`src/rtl/hazard_resolve.sv`:
```
// Hazard-unit consumer for the non-forwarding 5-stage pipeline: drives PC and
// pipeline-register enables/flushes, tracks state, counts stalls/flushes, and runs a stall watchdog.
module hazard_resolve #(
    parameter int CNT_W     = 32,
    parameter int RUN_W     = 4,
    parameter int STALL_MAX = 3
) (
    input  logic             clk_i,
    input  logic             rst_i,
    input  logic [1:0]       hazard_op_i,
    input  logic             clr_cnt_i,
    output logic             pc_en_o,
    output logic             if_id_en_o,
    output logic             if_id_flush_o,
    output logic             id_ex_flush_o,
    output logic [1:0]       state_o,
    output logic [CNT_W-1:0] stall_cycles_o,
    output logic [CNT_W-1:0] flush_count_o,
    output logic [RUN_W-1:0] max_stall_o,
    output logic             stall_timeout_o,
    output logic             illegal_op_o
);

    typedef enum logic [1:0] {
        ST_RUN   = 2'd0,
        ST_STALL = 2'd1,
        ST_FLUSH = 2'd2
    } state_e;

    localparam logic [CNT_W-1:0] CNT_MAX = {CNT_W{1'b1}};
    localparam logic [RUN_W-1:0] RUN_MAX = {RUN_W{1'b1}};
    localparam logic [RUN_W-1:0] RUN_LIM = RUN_W'(STALL_MAX);

    state_e           state_q, state_d;
    logic [RUN_W-1:0] run_len_q, run_len_d;
    logic [CNT_W-1:0] stall_cnt_q, stall_cnt_d;
    logic [CNT_W-1:0] flush_cnt_q, flush_cnt_d;
    logic [RUN_W-1:0] max_stall_q, max_stall_d;
    logic             timeout_q, timeout_d;
    logic             illegal_q, illegal_d;

    logic is_stall, is_flush, is_illegal;

    assign is_stall   = (hazard_op_i == 2'd1) || (hazard_op_i == 2'd3);
    assign is_flush   = (hazard_op_i == 2'd2);
    assign is_illegal = (hazard_op_i == 2'd3);

    // Mealy controls: the registered state never feeds back into them.
    always_comb begin
        pc_en_o       = 1'b1;
        if_id_en_o    = 1'b1;
        if_id_flush_o = 1'b0;
        id_ex_flush_o = 1'b0;
        if (rst_i) begin
            pc_en_o       = 1'b0;
            if_id_en_o    = 1'b0;
            if_id_flush_o = 1'b1;
            id_ex_flush_o = 1'b1;
        end else if (is_stall) begin
            pc_en_o       = 1'b0;
            if_id_en_o    = 1'b0;
            id_ex_flush_o = 1'b1;
        end else if (is_flush) begin
            if_id_flush_o = 1'b1;
            id_ex_flush_o = 1'b1;
        end
    end

    always_comb begin
        state_d     = is_stall ? ST_STALL : (is_flush ? ST_FLUSH : ST_RUN);
        run_len_d   = '0;
        stall_cnt_d = stall_cnt_q;
        flush_cnt_d = flush_cnt_q;
        timeout_d   = timeout_q;
        illegal_d   = illegal_q || is_illegal;
        if (is_stall) begin
            run_len_d = (run_len_q == RUN_MAX) ? run_len_q : run_len_q + RUN_W'(1);
            if (stall_cnt_q != CNT_MAX) stall_cnt_d = stall_cnt_q + CNT_W'(1);
            if (run_len_q == RUN_LIM) timeout_d = 1'b1;
        end
        if (is_flush && flush_cnt_q != CNT_MAX) flush_cnt_d = flush_cnt_q + CNT_W'(1);
        max_stall_d = (run_len_d > max_stall_q) ? run_len_d : max_stall_q;
        // Clear wins over any same-edge increment/set but leaves run_len and state alone.
        if (clr_cnt_i) begin
            stall_cnt_d = '0;
            flush_cnt_d = '0;
            max_stall_d = '0;
            timeout_d   = 1'b0;
            illegal_d   = 1'b0;
        end
    end

    always_ff @(posedge clk_i) begin
        if (rst_i) begin
            state_q     <= ST_RUN;
            run_len_q   <= '0;
            stall_cnt_q <= '0;
            flush_cnt_q <= '0;
            max_stall_q <= '0;
            timeout_q   <= 1'b0;
            illegal_q   <= 1'b0;
        end else begin
            state_q     <= state_d;
            run_len_q   <= run_len_d;
            stall_cnt_q <= stall_cnt_d;
            flush_cnt_q <= flush_cnt_d;
            max_stall_q <= max_stall_d;
            timeout_q   <= timeout_d;
            illegal_q   <= illegal_d;
        end
    end

    assign state_o         = state_q;
    assign stall_cycles_o  = stall_cnt_q;
    assign flush_count_o   = flush_cnt_q;
    assign max_stall_o     = max_stall_q;
    assign stall_timeout_o = timeout_q;
    assign illegal_op_o    = illegal_q;

endmodule
```
`config.mk`:
```
export PLATFORM = sky130hd
export DESIGN_NAME = hazard_resolve
export DESIGN_NICKNAME = d
export VERILOG_FILES = /design/src/rtl/hazard_resolve.sv
export SDC_FILE = /design/constraint.sdc
export NUM_CORES = 1
export LEC_CHECK = 0
export ABC_AREA = 1
export CAP_MARGIN = 40
export CORE_UTILIZATION = 40
export DETAILED_ROUTE_END_ITERATION = 16
export HOLD_SLACK_MARGIN = 0.08
export PLACE_DENSITY = 0.62
export SKIP_CTS_REPAIR_TIMING = 1
export SYNTH_ARGS = -nofsm -noshare
export SYNTH_HDL_FRONTEND = slang
export SYNTH_SLANG_ARGS = --single-unit
```
`constraint.sdc`:
```
create_clock -name clk_i -period 3.3 [get_ports clk_i]
set_clock_uncertainty 0.15 [all_clocks]
set_input_delay 0.66 -clock clk_i [delete_from_list [all_inputs] [get_ports clk_i]]
set_output_delay 0.66 -clock clk_i [all_outputs]
set_load 0.05 [all_outputs]
```
==> flow_metrics.env <==
export IMPL_rsz0062_at_grt="false"
export IMPL_ys_ff_latch=76
export IMPL_max_freq_mhz=357
export IMPL_vdd_drop_max_v=0.000307
export IMPL_synth_simple_area_share=0.457
export IMPL_n_antenna_cell=0
export IMPL_cts_sinks=76
export IMPL_drt_first_pass_iters=5
export IMPL_ys_types=30
export IMPL_synth_area_um2=4580
export IMPL_cts_buffers=9
export IMPL_wire_per_inst_um=12.9
export IMPL_p_int_mw=1.71
export IMPL_die_width_um=109
export IMPL_crit_type="in -> out"
export IMPL_cts_buffer_depth=2
export IMPL_drt_initial_drc_count=364
export IMPL_antenna_found_initial=0
export IMPL_switching_share=0.259
export IMPL_port_buffers=80
export IMPL_drtAntennaViolNets=0
export IMPL_hold_viol=0
export IMPL_hpwl_um=9070
export IMPL_start_util=0.417
export IMPL_core_um2=11000
export IMPL_critPathMaxStageDelay_ns=0.57
export IMPL_syn_area_per_cell_um2=6.17
export IMPL_clk_pin_slew_ns=0.06
export IMPL_yosysWarningCount=0
export IMPL_synthXorXnorAreaFrac=0.0268
export IMPL_grt_max_degree=55
export IMPL_synthCells=742
export IMPL_regArea_um2=1520
export IMPL_p_per_area_nw_per_um2=396
export IMPL_wl_um=12400
export IMPL_relSlewSlack=0.427
export IMPL_drv_slew=0
export IMPL_final_common_cell="nand2_1"
export IMPL_cp_arrival_ns=1.99
export IMPL_grt_util_met3=0.0628
export IMPL_reg2reg_from="run_len_q[0]"
export IMPL_dpl_cell_area_um2=5490
export IMPL_use_met2=0.354
export IMPL_status="complete, no violations"
export IMPL_drive_gt1_frac=0.0705
export IMPL_grt_pass1_vias=4370
export IMPL_setup_viol=0
export IMPL_p_comb_frac=0.118
export IMPL_post_route_util=0.529
export IMPL_post_drt_via_cell_ratio=4.97
export IMPL_path_delay_family="buffers and inverters"
export IMPL_finalCritPeriodShare=0.850
export IMPL_insertion_delay_ns=0.34
export IMPL_synth_top_family_by_area="simple AND/OR/NAND/NOR gates"
export IMPL_via_count=4788
export IMPL_num_io_pins=81
export IMPL_layout_nets=830
export IMPL_startpoint_type="input port"
export IMPL_worstHoldStart="max_stall_o[2]"
export IMPL_required_ns=2.49
export IMPL_grt_pass1_wl_um=20500
export IMPL_die_h_um=109
export IMPL_p_leak_nw=2.19
export IMPL_top_usage_layer="met2"
export IMPL_path_buf_inv=2
export IMPL_period_needed_ns=2.80
export IMPL_grt_overflow_total=0
export IMPL_fillCellCount=1091
export IMPL_synthMuxAreaShare=0.00219
export IMPL_final_setup_tns_ns=0
export IMPL_critPathLaunch="rst_i"
export IMPL_max_cap_violations=0
export IMPL_final_cell_mix="nand2_1 (207), nor2_1 (162), inv_1 (77), dfxtp_1 (76), clkdlybuf4s50_1 (76)"
export IMPL_die_area_um2=11900
export IMPL_multi_input_area_um2=2650
export IMPL_clock_power_share=0.466
export IMPL_switching_power_mw=0.595
export IMPL_cts_htree_levels=3
export IMPL_yosysSeqAreaShare=0.332
export IMPL_stdcell_area_um2=5810
export IMPL_cp_cell_sequence="clkdlybuf4s50_1 -> nor2_1 -> nand2_1 -> buf_12"
export IMPL_row_count=38
export IMPL_hp_class="reg -> reg"
export IMPL_gp_congestion=0.875
export IMPL_cp_slowest_cell="clkdlybuf4s50_1"
export IMPL_pwr_share_seq=0.416
export IMPL_root_buffer="clkbuf_16"
export IMPL_cp_end_kind="output pin"
export IMPL_syn_num_nets=754
export IMPL_path_max_fanout=8
export IMPL_syn2layout_area_growth_pct=27.0
export IMPL_globalRouteMet1Util=0.292
export IMPL_tightest_slew_ns=0.859
export IMPL_synth_compound_area_share=0.0733
export IMPL_drc=0
export IMPL_synthAdderAreaFrac=0.0191
export IMPL_gr_usage_all_layers=0.221
export IMPL_cts_tree="yes"
==> worst min-delay path: stages, from the launching register on <==
cell     delay [ns]
dfxtp_1        0.31
inv_1          0.07
a21oi_1        0.06
==> cells by family (layout without fill, tap and decap cells) <==
group                      count (synthesis)  count (layout)
adders and majority gates                  7               7
muxes                                      1               1
xor gates and xnor gates                  14              14
AOI/OAI and AO/OA                         64              64
buffers and inverters                     96             177
and+or+nand+nor                          484             484
DFF                                       76              76
==> registers in the layout, summed over array words and instances, names as in the netlist <==
signal           flops
stall_timeout_o      1
illegal_op_o         1
max_stall_o          4
stall_cycles_o      32
run_len_q            4
flush_count_o       32
state_o              2
==> final cells by class <==
class	count	share of cell area
Timing Repair Buffer	83	0.146
Multi-Input combinational cell	570	0.456
Inverter	78	0.0504
Sequential cell	76	0.262
Tap cell	140	0.0301
Clock buffer	12	0.0424
Clock inverter	4	0.0125
==> synthesized netlist by cell type, drive strengths merged <==
master | number | area (um^2)
nand2 | 224 | 898
clkbuf | 5 | 18.8
and2 | 4 | 25.0
nor2 | 174 | 704
buf | 13 | 98.8
ha | 7 | 87.6
inv | 78 | 293
xor2 | 8 | 70.1
o21ai | 15 | 75.1
or2 | 1 | 6.26
mux2i | 1 | 10.0
nand4 | 14 | 87.6
nand3b | 3 | 35.0
xnor2 | 6 | 52.6
a21oi | 49 | 260
dfxtp | 76 | 1520
nor3 | 8 | 40.0
nand3 | 56 | 293
==> power by group through the flow <==
| stage | clock [mW] | sequential, mW | combinational (mW) |
|---|---|---|---|
| after CTS | 1.10 | 0.956 | 0.274 |
| after global placement | 0 | 0.976 | 0.266 |
| after detailed placement | 0 | 0.977 | 0.273 |
| after global routing | 1.14 | 0.960 | 0.301 |
| final | 1.07 | 0.956 | 0.272 |
| after floorplan | 0 | 1.04 | 0.125 |
==> worst paths after layout <==
check | to | slack, ns | depth (start not counted)
worst min-delay path | max_stall_o[2] | 0.33 | 2
worst min register to register | max_stall_o[2] | 0.33 | 2
worst max register to register | max_stall_o[0] | 0.79 | 13
worst max-delay path | id_ex_flush_o | 0.50 | 4
==> metal layers <==
layer	part of all wire	wire [um]	vias up
li1	-	-	2475
met1	0.48	5970	2191
met2	0.46	5680	115
met3	0.052	641	7
met4	0.0076	94	0
met5	0	0	-
==> through the flow <==
step                power, mW  hold slack (ns)  worst slack (ns)  cells
global placement         1.24            0.321             0.415    947
finish                   2.30            0.327             0.496    963
CTS                      2.33            0.330             0.472    963
floorplan                1.17            0.415             0.379    742
global route             2.40            0.361             0.358    963
detailed placement       1.25            0.321             0.310    947
No activity file was read; power rests on OpenSTA's default activity.
